==> config.mk <==
export PLATFORM = sky130hd
export DESIGN_NAME = tri_ser_driver
export DESIGN_NICKNAME = d
export VERILOG_FILES = /design/src/rtl/tri_ser_pkg.sv /design/src/rtl/tri_ser_tick.sv /design/src/rtl/tri_ser_driver.sv
export SDC_FILE = /design/constraint.sdc
export NUM_CORES = 1
export LEC_CHECK = 0
export CAP_MARGIN = 20
export CORE_MARGIN = 1
export CORE_UTILIZATION = 30
export CTS_BUF_LIST = sky130_fd_sc_hd__clkbuf_4 sky130_fd_sc_hd__clkbuf_8
export DETAILED_ROUTE_END_ITERATION = 7
export DONT_BUFFER_PORTS = 1
export PLACE_DENSITY = 0.51
export SLEW_MARGIN = 20
export SYNTH_ARGS = -nofsm -noshare
export SYNTH_HDL_FRONTEND = slang
export SYNTH_SLANG_ARGS = --single-unit
==> constraint.sdc <==
create_clock -name clk -period 2 [get_ports clk]
set_clock_uncertainty 0.2 [all_clocks]
set_input_delay 0.3 -clock clk [delete_from_list [all_inputs] [get_ports clk]]
set_output_delay 0.3 -clock clk [all_outputs]
set_load 0.02 [all_outputs]
==> src/rtl/tri_ser_pkg.sv <==
// Shared types and default parameter values for the tristate serial driver.
package tri_ser_pkg;

    localparam int DATA_W_DEF   = 8;
    localparam int DIV_DEF      = 4;
    localparam int TURN_CYC_DEF = 2;

    typedef enum logic [1:0] {
        IDLE  = 2'd0,
        LEAD  = 2'd1,
        DRIVE = 2'd2,
        TRAIL = 2'd3
    } state_t;

endpackage

==> src/rtl/tri_ser_tick.sv <==
// Bit-period timer: one-clock tick every DIV clocks while en is high.
// The count restarts from zero whenever en is low.
module tri_ser_tick
    import tri_ser_pkg::*;
#(
    parameter int DIV = DIV_DEF
) (
    input  logic clk,
    input  logic rst,
    input  logic en,
    output logic tick
);

    localparam int CW = (DIV > 1) ? $clog2(DIV) : 1;
    localparam logic [CW-1:0] CNT_LAST = CW'(DIV - 1);

    logic [CW-1:0] cnt;

    always_ff @(posedge clk) begin
        if (rst || !en || cnt == CNT_LAST) begin
            cnt <= '0;
        end else begin
            cnt <= cnt + CW'(1);
        end
    end

    assign tick = en && (cnt == CNT_LAST);

endmodule

==> src/rtl/tri_ser_driver.sv <==
// Serializer feeding an external tristate buffer, with bus-release turnaround
// around each drive window. Define TRI_SER_PARITY_EN to append an even-parity bit.
module tri_ser_driver
    import tri_ser_pkg::*;
#(
    parameter int DATA_W   = DATA_W_DEF,
    parameter int DIV      = DIV_DEF,
    parameter int TURN_CYC = TURN_CYC_DEF
) (
    input  logic              clk,
    input  logic              rst,
    input  logic [DATA_W-1:0] tx_data,
    input  logic              tx_valid,
    output logic              tx_ready,
    output logic              o_en,
    output logic              o_dat,
    output logic              busy,
    output logic              done
);

`ifdef TRI_SER_PARITY_EN
    localparam int NBITS = DATA_W + 1;
`else
    localparam int NBITS = DATA_W;
`endif
    localparam int BW = $clog2(NBITS + 1);
    localparam int TW = $clog2(TURN_CYC + 2);
    localparam logic [BW-1:0] BIT_LAST  = BW'(NBITS - 1);
    localparam logic [TW-1:0] TURN_LAST = TW'(TURN_CYC - 1);

    state_t           state;
    logic [NBITS-1:0] shreg;
    logic [NBITS-1:0] shreg_shifted;
    logic [NBITS-1:0] load_word;
    logic [BW-1:0]    bit_cnt;
    logic [TW-1:0]    turn_cnt;
    logic             tick;

`ifdef TRI_SER_PARITY_EN
    assign load_word = {tx_data, ^tx_data};
`else
    assign load_word = tx_data;
`endif
    assign shreg_shifted = shreg << 1;

    tri_ser_tick #(
        .DIV (DIV)
    ) u_tick (
        .clk  (clk),
        .rst  (rst),
        .en   (state == DRIVE),
        .tick (tick)
    );

    // o_en/o_dat are set from the next-state decision so they line up with state.
    always_ff @(posedge clk) begin
        if (rst) begin
            state    <= IDLE;
            shreg    <= '0;
            bit_cnt  <= '0;
            turn_cnt <= '0;
            tx_ready <= 1'b0;
            o_en     <= 1'b0;
            o_dat    <= 1'b0;
            busy     <= 1'b0;
            done     <= 1'b0;
        end else begin
            done <= 1'b0;
            case (state)
                IDLE: begin
                    tx_ready <= 1'b1;
                    if (tx_valid && tx_ready) begin
                        shreg    <= load_word;
                        bit_cnt  <= '0;
                        turn_cnt <= '0;
                        tx_ready <= 1'b0;
                        busy     <= 1'b1;
                        if (TURN_CYC == 0) begin
                            state <= DRIVE;
                            o_en  <= 1'b1;
                            o_dat <= load_word[NBITS-1];
                        end else begin
                            state <= LEAD;
                        end
                    end
                end
                LEAD: begin
                    if (turn_cnt == TURN_LAST) begin
                        state    <= DRIVE;
                        turn_cnt <= '0;
                        o_en     <= 1'b1;
                        o_dat    <= shreg[NBITS-1];
                    end else begin
                        turn_cnt <= turn_cnt + TW'(1);
                    end
                end
                DRIVE: begin
                    if (tick) begin
                        if (bit_cnt == BIT_LAST) begin
                            o_en    <= 1'b0;
                            o_dat   <= 1'b0;
                            bit_cnt <= '0;
                            if (TURN_CYC == 0) begin
                                state    <= IDLE;
                                busy     <= 1'b0;
                                done     <= 1'b1;
                                tx_ready <= 1'b1;
                            end else begin
                                state <= TRAIL;
                            end
                        end else begin
                            shreg   <= shreg_shifted;
                            o_dat   <= shreg_shifted[NBITS-1];
                            bit_cnt <= bit_cnt + BW'(1);
                        end
                    end
                end
                TRAIL: begin
                    if (turn_cnt == TURN_LAST) begin
                        state    <= IDLE;
                        turn_cnt <= '0;
                        busy     <= 1'b0;
                        done     <= 1'b1;
                        tx_ready <= 1'b1;
                    end else begin
                        turn_cnt <= turn_cnt + TW'(1);
                    end
                end
                default: state <= IDLE;
            endcase
        end
    end

endmodule

==> results of run 1 <==
-- metal layers --
metal / wire length (um) / GRT usage [%]
met4: 31 / 5.833
met3: 93 / 2.641
met5: 0 / 0
met1: 1069 / 13.66
met2: 1202 / 21.32
-- worst register-to-register path, delay by kind of cell, from the launching register on --
kind	cells	cell delay (ns)
flops	1	0.35
simple gates	3	0.61
buf+inv	3	0.35
fa+ha+maj	1	0.18
compound gates	1	0.17
-- state kept, by name, summed over array words and instances, names as in the netlist --
register	cells
turn_cnt	2
shreg	8
busy	1
u_tick.cnt	2
o_dat	1
o_en	1
tx_ready	1
done	1
bit_cnt	4
state	2
-- how the worst min path moves through the flow --
stage / endpoint
3_3_place_gp: shreg[1]
2_1_floorplan: u_tick.cnt[0]
5_1_grt: shreg[6]
3_5_place_dp: shreg[1]
6_report: shreg[1]
4_1_cts: shreg[1]
-- layout by cell type (no fill, tap or decap), types with 3 or more instances in the layout --
cell | synthesis | final
a211oi_1 | 7 | 7
a211oi_2 | 3 | 3
a21oi_1 | 9 | 9
buf_4 | 0 | 12
clkbuf_8 | 0 | 3
dfxtp_1 | 23 | 21
ha_1 | 8 | 7
inv_1 | 5 | 4
mux2i_1 | 8 | 8
nand2_1 | 5 | 5
nand2b_1 | 3 | 3
nor2_1 | 19 | 18
o21ai_0 | 3 | 3
-- report_power, final --
part	switching (uW)	internal [uW]	total, uW
clock network	147	156	302
registers	91.0	569	660
logic	561	563	1120
total	799	1290	2090
-- stage by stage --
step                      hold slack, ns  setup WS, ns  total power, uW  cell area, sq um  utilization (%)
after CTS                        -0.1130       0.01114             1928              1328            35.72
after global placement            0.1710        0.1022             1593              1269            34.14
after floorplan                   0.2072       0.04248             1383              1175                -
after global routing             -0.1262      -0.02052             2263              1405            37.81
final                            -0.1032       0.08362             2087              1405            37.81
after detailed placement          0.1728       0.02227             1623              1269            34.14
-- cell type report --
cell class,instances,area (sq um),share of cell area [%]
Clock buffer,4,48.80,3.473
Inverter,5,18.77,1.336
Multi-Input combinational cell,92,680.7,48.44
Sequential cell,23,465.4,33.13
Tap cell,48,60.06,4.274
Timing Repair Buffer,15,131.4,9.350
-- repair_timing --
item | in CTS | in global routing
setup buffers | 0 | 6
setup endpoints to repair | 0 | 14
hold endpoints to repair | 21 | 20
gates resized for setup | 0 | 12
-- cells by family (layout without fill, tap and decap cells) --
kind of cell	after synthesis	in the layout	share of synthesized area (%)
buffers and inverters	11	24	4.898
flip-flops	23	23	39.19
adder cells (fa/ha/maj)	8	8	8.520
AND/OR/NAND/NOR	48	48	23.54
multiplexers	8	8	6.816
AO/OA/AOI/OAI	28	28	17.04
==> out/qor.csv, run 1 <==
metric,value,unit
status,finished with violations,
violations,hold timing,
ys_seq_elements,23,
numPlacedInstances,176,
drv_slew,0,
syn_nets,145,
cts-hold-fix-buffers,1,
hold_viol_final,20,
yosysTopAreaCellShare,39.19,%
hold-worst-slack,-0.1032,ns
grt_pass1_wl,3939,um
antennaDiodeCount,0,
antenna_found_initial,0,
fin_crit_sh,95.82,%
crit_chain,"inv_2, ha_4, and4b_2, nor4_4, buf_12, buf_6, nor2_1, a211oi_2",
drtIter0Drc,32,
dieArea,4171,sq um
ff2ff_path_depth,8,
synth_cells,126,
ys_top_cells_by_area,"dfxtp_1, ha_1, mux2i_1, nor2_1, a211oi_1",
htree_levels,1,
vias,932,
synth_flop_cell,dfxtp_1,
post_drt_wl_per_cell,12.81,um
path_depth,8,
synth.cell_area,1175,sq um
cts_tree,built,
yosys.area.top_type,dfxtp_1,
die_y,64.58,um
synth_common_cells,"dfxtp_1, nor2_1, a21oi_1",
synth.distinct_cells,34,
setup_tns,0,ns
io_buffers,0,
holdPathStages,1,
grt_use_total,12.09,%
io_pins,16,
tightest_slew,0.2523,ns
critPathMaxFanout,7,
drive_gt1_share,22.30,%
slew-limit-headroom,83.06,%
grt_max_degree,26,
start_kind,flop,
ys_warn_count,0,
synth.most_common_cell,dfxtp_1,
viasPerCell,4.984,
r2r-start,state[0],
r2r_slack,0.08,ns
crit_family,simple AND/OR/NAND/NOR gates,
clk_pin_slew,0.08,ns
dr.pass1.iters,3,
cts_sinks,23,
nNetsFinal,159,
async_flop_share,0,%
worst_r2r_endpoint,shreg[6],
grt_pass1_vias,911,
crit_start,state[0],
slowest_delay,0.35,ns
initial_utilization,31.62,%
cpMaxStageDelayCell,dfxtp_2,
insertion_delay,0.26,ns
cap_viol_max_count,0,
total_leakage_power,0.0005197,uW
fillers,382,
gp_congestion,0.7737,
setup_viol,0,
setup.worst_path.end,shreg[6],
criticalPathCategory,reg -> reg,
finalNonFillerCells,187,
cts_root_buf,clkbuf_8,
end_kind,flop,
ys_seq_area_share,39.19,%
hp-class,in -> reg,
area_growth,19.60,%
clock.fmax,521.8,MHz
critPathRequiredTime,1.99,ns
clockBufferDepth,2,
grt_overflow,0,
synth_area_per_cell,9.324,sq um
dp_hpwl,1700,um
fp.coreArea,3716,sq um
min_from,rst,
power.density,1485,nW/um^2
crit_arrival,1.91,ns
final_antenna_net_count,0,
rows,22,
drc,0,
crit_buf_inv,3,
synth_edf_count,0,
totalWireLength,2396,um
ir_worst_vdd,0.3481,mV
numCtsBuffers,3,
period_needed,1.916,ns
fp.dieW,64.58,um
Note: power is estimated with default switching activity, not from simulation.
==> run 2, diff against run 1 <==
- CORE_MARGIN: 1 -> 5
- PLACE_DENSITY: 0.51 -> unset
==> run 2 against run 1 <==
Net effect:
- the flow now finishes without violations
- largest cell class unchanged
- register-to-register slack gained 0.04 ns
- sequential share of layout area grew 0.88 points
- maximum frequency grew 2.0%
- flip-flop and latch count is the same
- critical endpoint is now shreg[0]
- clock-buffer cell count is the same
- wire length grew 2.8%
- worst hold slack gained 0.11 ns
- via count grew 1.8%
- first-iteration DRC count grew 9.4%
==> out/qor.csv, run 2 (synthesis gave the netlist of run 1 again) <==
metric,value,unit,change
status,"complete, no violations",,
drv_slew,0,,unchanged
layout_commonest_cell,dfxtp_1,,
crit_buf_inv,1,,-2
placed_area,1249,sq um,-1.6%
rsz0062_at_grt,no,,
critPathMaxFanout,9,,+2
hold_viol_final,0,,-100%
nNetsFinal,155,,-2.5%
start_kind,flop,,
period_needed,1.880,ns,-0.03685 ns
grtUsageMet2,17.13,%,-4.2 points
use_met1,11.24,%,-2.4 points
reg_top3,"shreg x8, bit_cnt x4",,
dr.pass1.iters,4,,+1
grt_max_degree,26,,unchanged
r2r-start,state[1],,
ir_worst_vdd,0.4081,mV,+17%
holdPathStages,2,,+1
setup_viol,0,,unchanged
cts_sinks,23,,unchanged
final_antenna_net_count,0,,unchanged
worst_r2r_endpoint,shreg[0],,
drtIter0Drc,35,,+9.4%
grt_use_met3,3.030,%,+0.39 points
area_growth,16.19,%,
crit_family,simple AND/OR/NAND/NOR gates,,
power.density,1446,nW/um^2,-2.7%
grt_pass1_wl,4215,um,+7.0%
io_pins,16,,unchanged
die_y,72.58,um,+12%
fin_crit_sh,93.98,%,-1.8 points
io_buffers,0,,unchanged
tightest_slew,0.8165,ns,+0.5643 ns
fp.coreArea,3716,sq um,unchanged
antenna_found_initial,0,,unchanged
p_total,1974,uW,-5.4%
cpMaxStageDelayCell,or3_1,,
antennaDiodeCount,0,,unchanged
ff2ff_path_depth,6,,-2
critPathRequiredTime,1.92,ns,-0.07 ns
total_leakage_power,0.0004920,uW,-5.3%
final_cell_area,1365,sq um,-2.8%
drc,0,,unchanged
gr-max-usage-layer,met2,,
cap_viol_max_count,0,,unchanged
insertion_delay,0.27,ns,about the same
drive_gt1_share,19.26,%,-3.0 points
grt_pass1_vias,941,,+3.3%
slowest_delay,0.46,ns,+0.11 ns
r2r_slack,0.12,ns,+0.04 ns
dieArea,5268,sq um,+26%
criticalPathCategory,reg -> reg,,
cts_root_buf,clkbuf_8,,
totalWireLength,2463,um,+2.8%
layout_common_cells,"dfxtp_1, nor2_1, a21oi_1",,
dp_hpwl,1793,um,+5.5%
fillers,375,,-1.8%
clockBufferDepth,2,,unchanged
hp-class,in -> reg,,
largest_reg_flops,8,,unchanged
cts_tree,built,,
end_kind,flop,,
post_drt_wl_per_cell,13.46,um,+5.0%
initial_utilization,31.62,%,unchanged
largest-register,shreg,,
htree_levels,1,,unchanged
fp.dieW,72.58,um,+12%
whs_endpoint,state[1],,
slew-limit-headroom,45.39,%,-38 points
clk_pin_slew,0.08,ns,about the same
final_util,36.73,%,-1.1 points
grt_overflow,0,,unchanged
crit_arrival,1.80,ns,-0.11 ns
grt_use_total,10.14,%,-2.0 points
viasPerCell,5.186,,+4.0%
vias,949,,+1.8%
numCtsBuffers,3,,unchanged
crit_chain,"inv_2, ha_2, a21boi_4, or3_1, o21ai_0, a21oi_1",,
clock.fmax,532.0,MHz,+2.0%
rows,22,,unchanged
min_from,rst,,
gp_congestion,0.8063,,+4.2%
[run 2: how the worst max path moves through the flow]
stage / from / cells after the start / slack, ns / end
finish: state[1] / 6 / 0.12 / shreg[0]
global route: state[0] / 6 / 0.01 / shreg[0]
CTS: state[0] / 6 / 0.007 / shreg[0]
detailed placement: state[1] / 7 / -0.02 / shreg[5]
global placement: state[1] / 6 / 0.06 / shreg[0]
floorplan: state[0] / 8 / 0.04 / shreg[0]
[run 2: area by class of cell]
class / count / area (sq um) / share of cell area, %
clock buffer: 4 / 48.80 / 3.575
inverter: 5 / 18.77 / 1.375
multi-input combinational: 92 / 681.9 / 49.95
sequential: 23 / 464.2 / 34.01
tap: 48 / 60.06 / 4.400
timing repair buffer: 11 / 91.34 / 6.691
[run 2: where the power goes]
part,internal (uW),switching [uW]
sequential,568,90.2
combinational,469,541
clock,156,149
total,1190,781
[run 2: repair_timing]
item                                    4_1_cts  5_1_grt
endpoints found under the setup margin        2       16
resized for setup                             2        8
buffers inserted                              0        2
hold endpoints to repair                     21       20
hold buffers                                  2        1
[run 2: through the flow]
| stage | setup TNS (ns) | hold WS [ns] | worst slack, ns | instances |
|---|---|---|---|---|
| floorplan | 0 | 0.2072 | 0.04248 | 126 |
| global placement | 0 | 0.1697 | 0.06483 | 175 |
| detailed placement | -0.01722 | 0.1720 | -0.01722 | 175 |
| CTS | 0 | -0.1167 | 0.006793 | 181 |
| global route | 0 | 0.007875 | 0.009736 | 183 |
| finish | 0 | 0.002059 | 0.1205 | 183 |
[run 2: layer usage]
metal | part of all wire (%) | wire, um
met5 | 0 | 0
met2 | 49 | 1219
met4 | 2.2 | 53
met1 | 43 | 1058
met3 | 5.4 | 132
==> run 3, diff against run 2 <==
- SLEW_MARGIN: 20 -> 25
- SYNTH_HIERARCHICAL: unset -> 1
==> run 3 against run 2 <==
Net effect:
- power increased by 18%
- global-route usage increased by 0.40 points
- wire length increased by 14%
- non-clock buffer count increased by 10
- largest cell class unchanged
- largest power group unchanged
==> out/qor.csv, run 3 <==
metric,value,unit,change
dr.pass1.iters,4,,unchanged
yosys.area.top_type,dfxtp_1,,
power.density,1493,nW/um^2,+3.3%
post_drt_wl_per_cell,14.23,um,+5.7%
crit_chain,"inv_4, ha_4, buf_6, buf_12, a2111oi_4, clkbuf_16, buf_8, nand2b_1, a21oi_1",,
synth.distinct_cells,35,,+2.9%
totalWireLength,2803,um,+14%
dieArea,5388,sq um,+2.3%
largest-register,shreg,,
cts_root_buf,clkbuf_8,,
tightest_slew,0.9427,ns,+0.1262 ns
hp-class,in -> reg,,
drive_gt1_share,31.29,%,+12 points
rows,23,,+4.5%
fin_ws,0.03357,ns,-0.08691 ns
rsz0062_at_grt,yes,,
cpMaxStageDelayCell,dfxtp_2,,
die_y,73.41,um,+1.1%
layout_commonest_cell,dfxtp_1,,
crit_start,state[0],,
muxShareOfSynthArea,6.639,%,-0.18 points
placed_area,1310,sq um,+4.9%
clk_pin_slew,0.09,ns,about the same
dp_hpwl,1877,um,+4.7%
ys_seq_area_share,38.17,%,-1.0 points
antenna_found_initial,0,,unchanged
synth_edf_count,0,,unchanged
grt_pass1_vias,955,,+1.5%
syn_nets,147,,+1.4%
r2r_slack,0.03,ns,-0.09 ns
drc,0,,unchanged
criticalPathCategory,reg -> reg,,
viasPerCell,5.071,,-2.2%
hold_viol_final,0,,unchanged
place_ws,-0.06854,ns,-0.05131 ns
synth_compound_area_share,17.53,%,+0.49 points
finalNonFillerCells,197,,+7.7%
clockBufferDepth,2,,unchanged
cap_viol_max_count,0,,unchanged
total_leakage_power,0.0005639,uW,+15%
final_antenna_net_count,0,,unchanged
synth_cells,128,,+1.6%
setup_viol,0,,unchanged
io_buffers,0,,unchanged
drtIter0Drc,29,,-17%
status,"complete, no violations",,
worst_r2r_endpoint,shreg[0],,
initial_utilization,30.59,%,-1.0 points
async_flop_share,0,%,unchanged
reg_top3,"shreg x8, bit_cnt x4",,
io_pins,16,,unchanged
grt_overflow,0,,unchanged
fp.dieW,73.41,um,+1.1%
ir_worst_vdd,0.4049,mV,-0.80%
synth_common_cells,"dfxtp_1, nor2_1",,
synth.most_common_cell,dfxtp_1,,
vias,999,,+5.3%
ys_warn_count,6,,+6
nNetsFinal,167,,+7.7%
ys_top_cells_by_area,"dfxtp_1, ha_1, mux2i_1, nor2_1, a211oi_1",,
layout_common_cells,"dfxtp_1, nor2_1, buf_4",,
synth.cell_area,1206,sq um,+2.7%
period_needed,1.966,ns,+0.08691 ns
drv_slew,0,,unchanged
numPlacedInstances,180,,+2.9%
grt_use_total,10.54,%,+0.40 points
synth_area_per_cell,9.423,sq um,+1.1%
synth_top_family_by_area,simple AND/OR/NAND/NOR gates,,
gp_congestion,0.7485,,-7.2%
start_kind,flop,,
slowest_delay,0.36,ns,-0.10 ns
cts_sinks,23,,unchanged
synth-simple-area-share,26.04,%,+2.5 points
antennaDiodeCount,0,,unchanged
ys_seq_elements,23,,unchanged
critPathMaxFanout,8,,-1
end_kind,flop,,
largest_reg_flops,8,,unchanged
critPathRequiredTime,1.92,ns,about the same
fp.coreArea,3943,sq um,+6.1%
insertion_delay,0.27,ns,about the same
final_cell_area,1558,sq um,+14%
synth-xor-area-share,0,%,unchanged
grt_pass1_wl,4360,um,+3.4%
clock.fmax,508.5,MHz,-4.4%
grt_max_degree,22,,-15%
htree_levels,1,,unchanged
r2r-start,state[0],,
crit_arrival,1.89,ns,+0.09 ns
slew-limit-headroom,36.95,%,-8.4 points
ff2ff_path_depth,9,,+3
yosysTopAreaCellShare,38.17,%,-1.0 points
cts_tree,built,,
setup.worst_path.end,shreg[0],,
synth_adder_area_share,8.299,%,-0.22 points
area_growth,29.15,%,
synth_flop_cell,dfxtp_1,,
p_total,2326,uW,+18%
numCtsBuffers,3,,unchanged
fin_crit_sh,98.32,%,+4.3 points
## run 3: kinds of logic (layout without fill, tap and decap cells)
logic type,after synthesis,count (layout)
flops,23,23
mux,8,8
fa+ha+maj,8,8
buf+inv,8,27
compound gates,27,27
simple gates,54,54
## run 3: layer usage
metal,global-route usage [%],part of all wire [%],routed length (um),vias to the layer above
li1,-,-,-,499
met1,10.78,42,1171,472
met2,19.17,52,1447,21
met3,3.420,4.6,129,7
met4,5.030,2.0,55,0
met5,0,0,0,-
## run 3: final cells by class
type	instances	area, sq um
fill	372	2385
inverter	2	12.51
multi-input combinational	97	758.2
tap	50	62.56
clock inverter	1	5.005
timing repair buffer	21	210.2
clock buffer	3	41.29
sequential	23	467.9
## run 3: repair_timing
item	in CTS	in global routing
endpoints found under the setup margin	2	9
hold endpoints to repair	21	0
resized for setup	4	21
buffers inserted	0	10
hold buffers	3	0
pin swaps	0	9
## run 3: how the worst min path moves through the flow
stage               startpoint             to  slack, ns  cells after the start
floorplan                  rst  u_tick/cnt[0]       0.17                      1
detailed placement         rst       shreg[7]       0.17                      1
finish                tx_valid           busy      0.008                      2
global route          tx_valid           busy       0.03                      2
global placement           rst       shreg[6]       0.17                      1
CTS                   tx_valid           busy      0.009                      2
## run 3: critical path: cells and delay by family (launching register included)
family | cells | cell delay [ns]
buffers and inverters | 5 | 0.61
AO/OA/AOI/OAI | 2 | 0.38
flip-flops | 1 | 0.36
adder cells (fa/ha/maj) | 1 | 0.16
AND/OR/NAND/NOR | 1 | 0.10
## run 3: stage by stage
step                util (%)  hold slack (ns)  TNS [ns]
floorplan                  -           0.1742         0
global placement       33.23           0.1714         0
detailed placement     33.23           0.1740  -0.06854
CTS                    35.51         0.009303         0
global route           39.51          0.03162   -0.1431
finish                 39.51         0.007874         0
## run 3: report_power, final
part | internal [uW] | switching, uW
logic | 710 | 642
registers | 575 | 102
clock network | 139 | 158
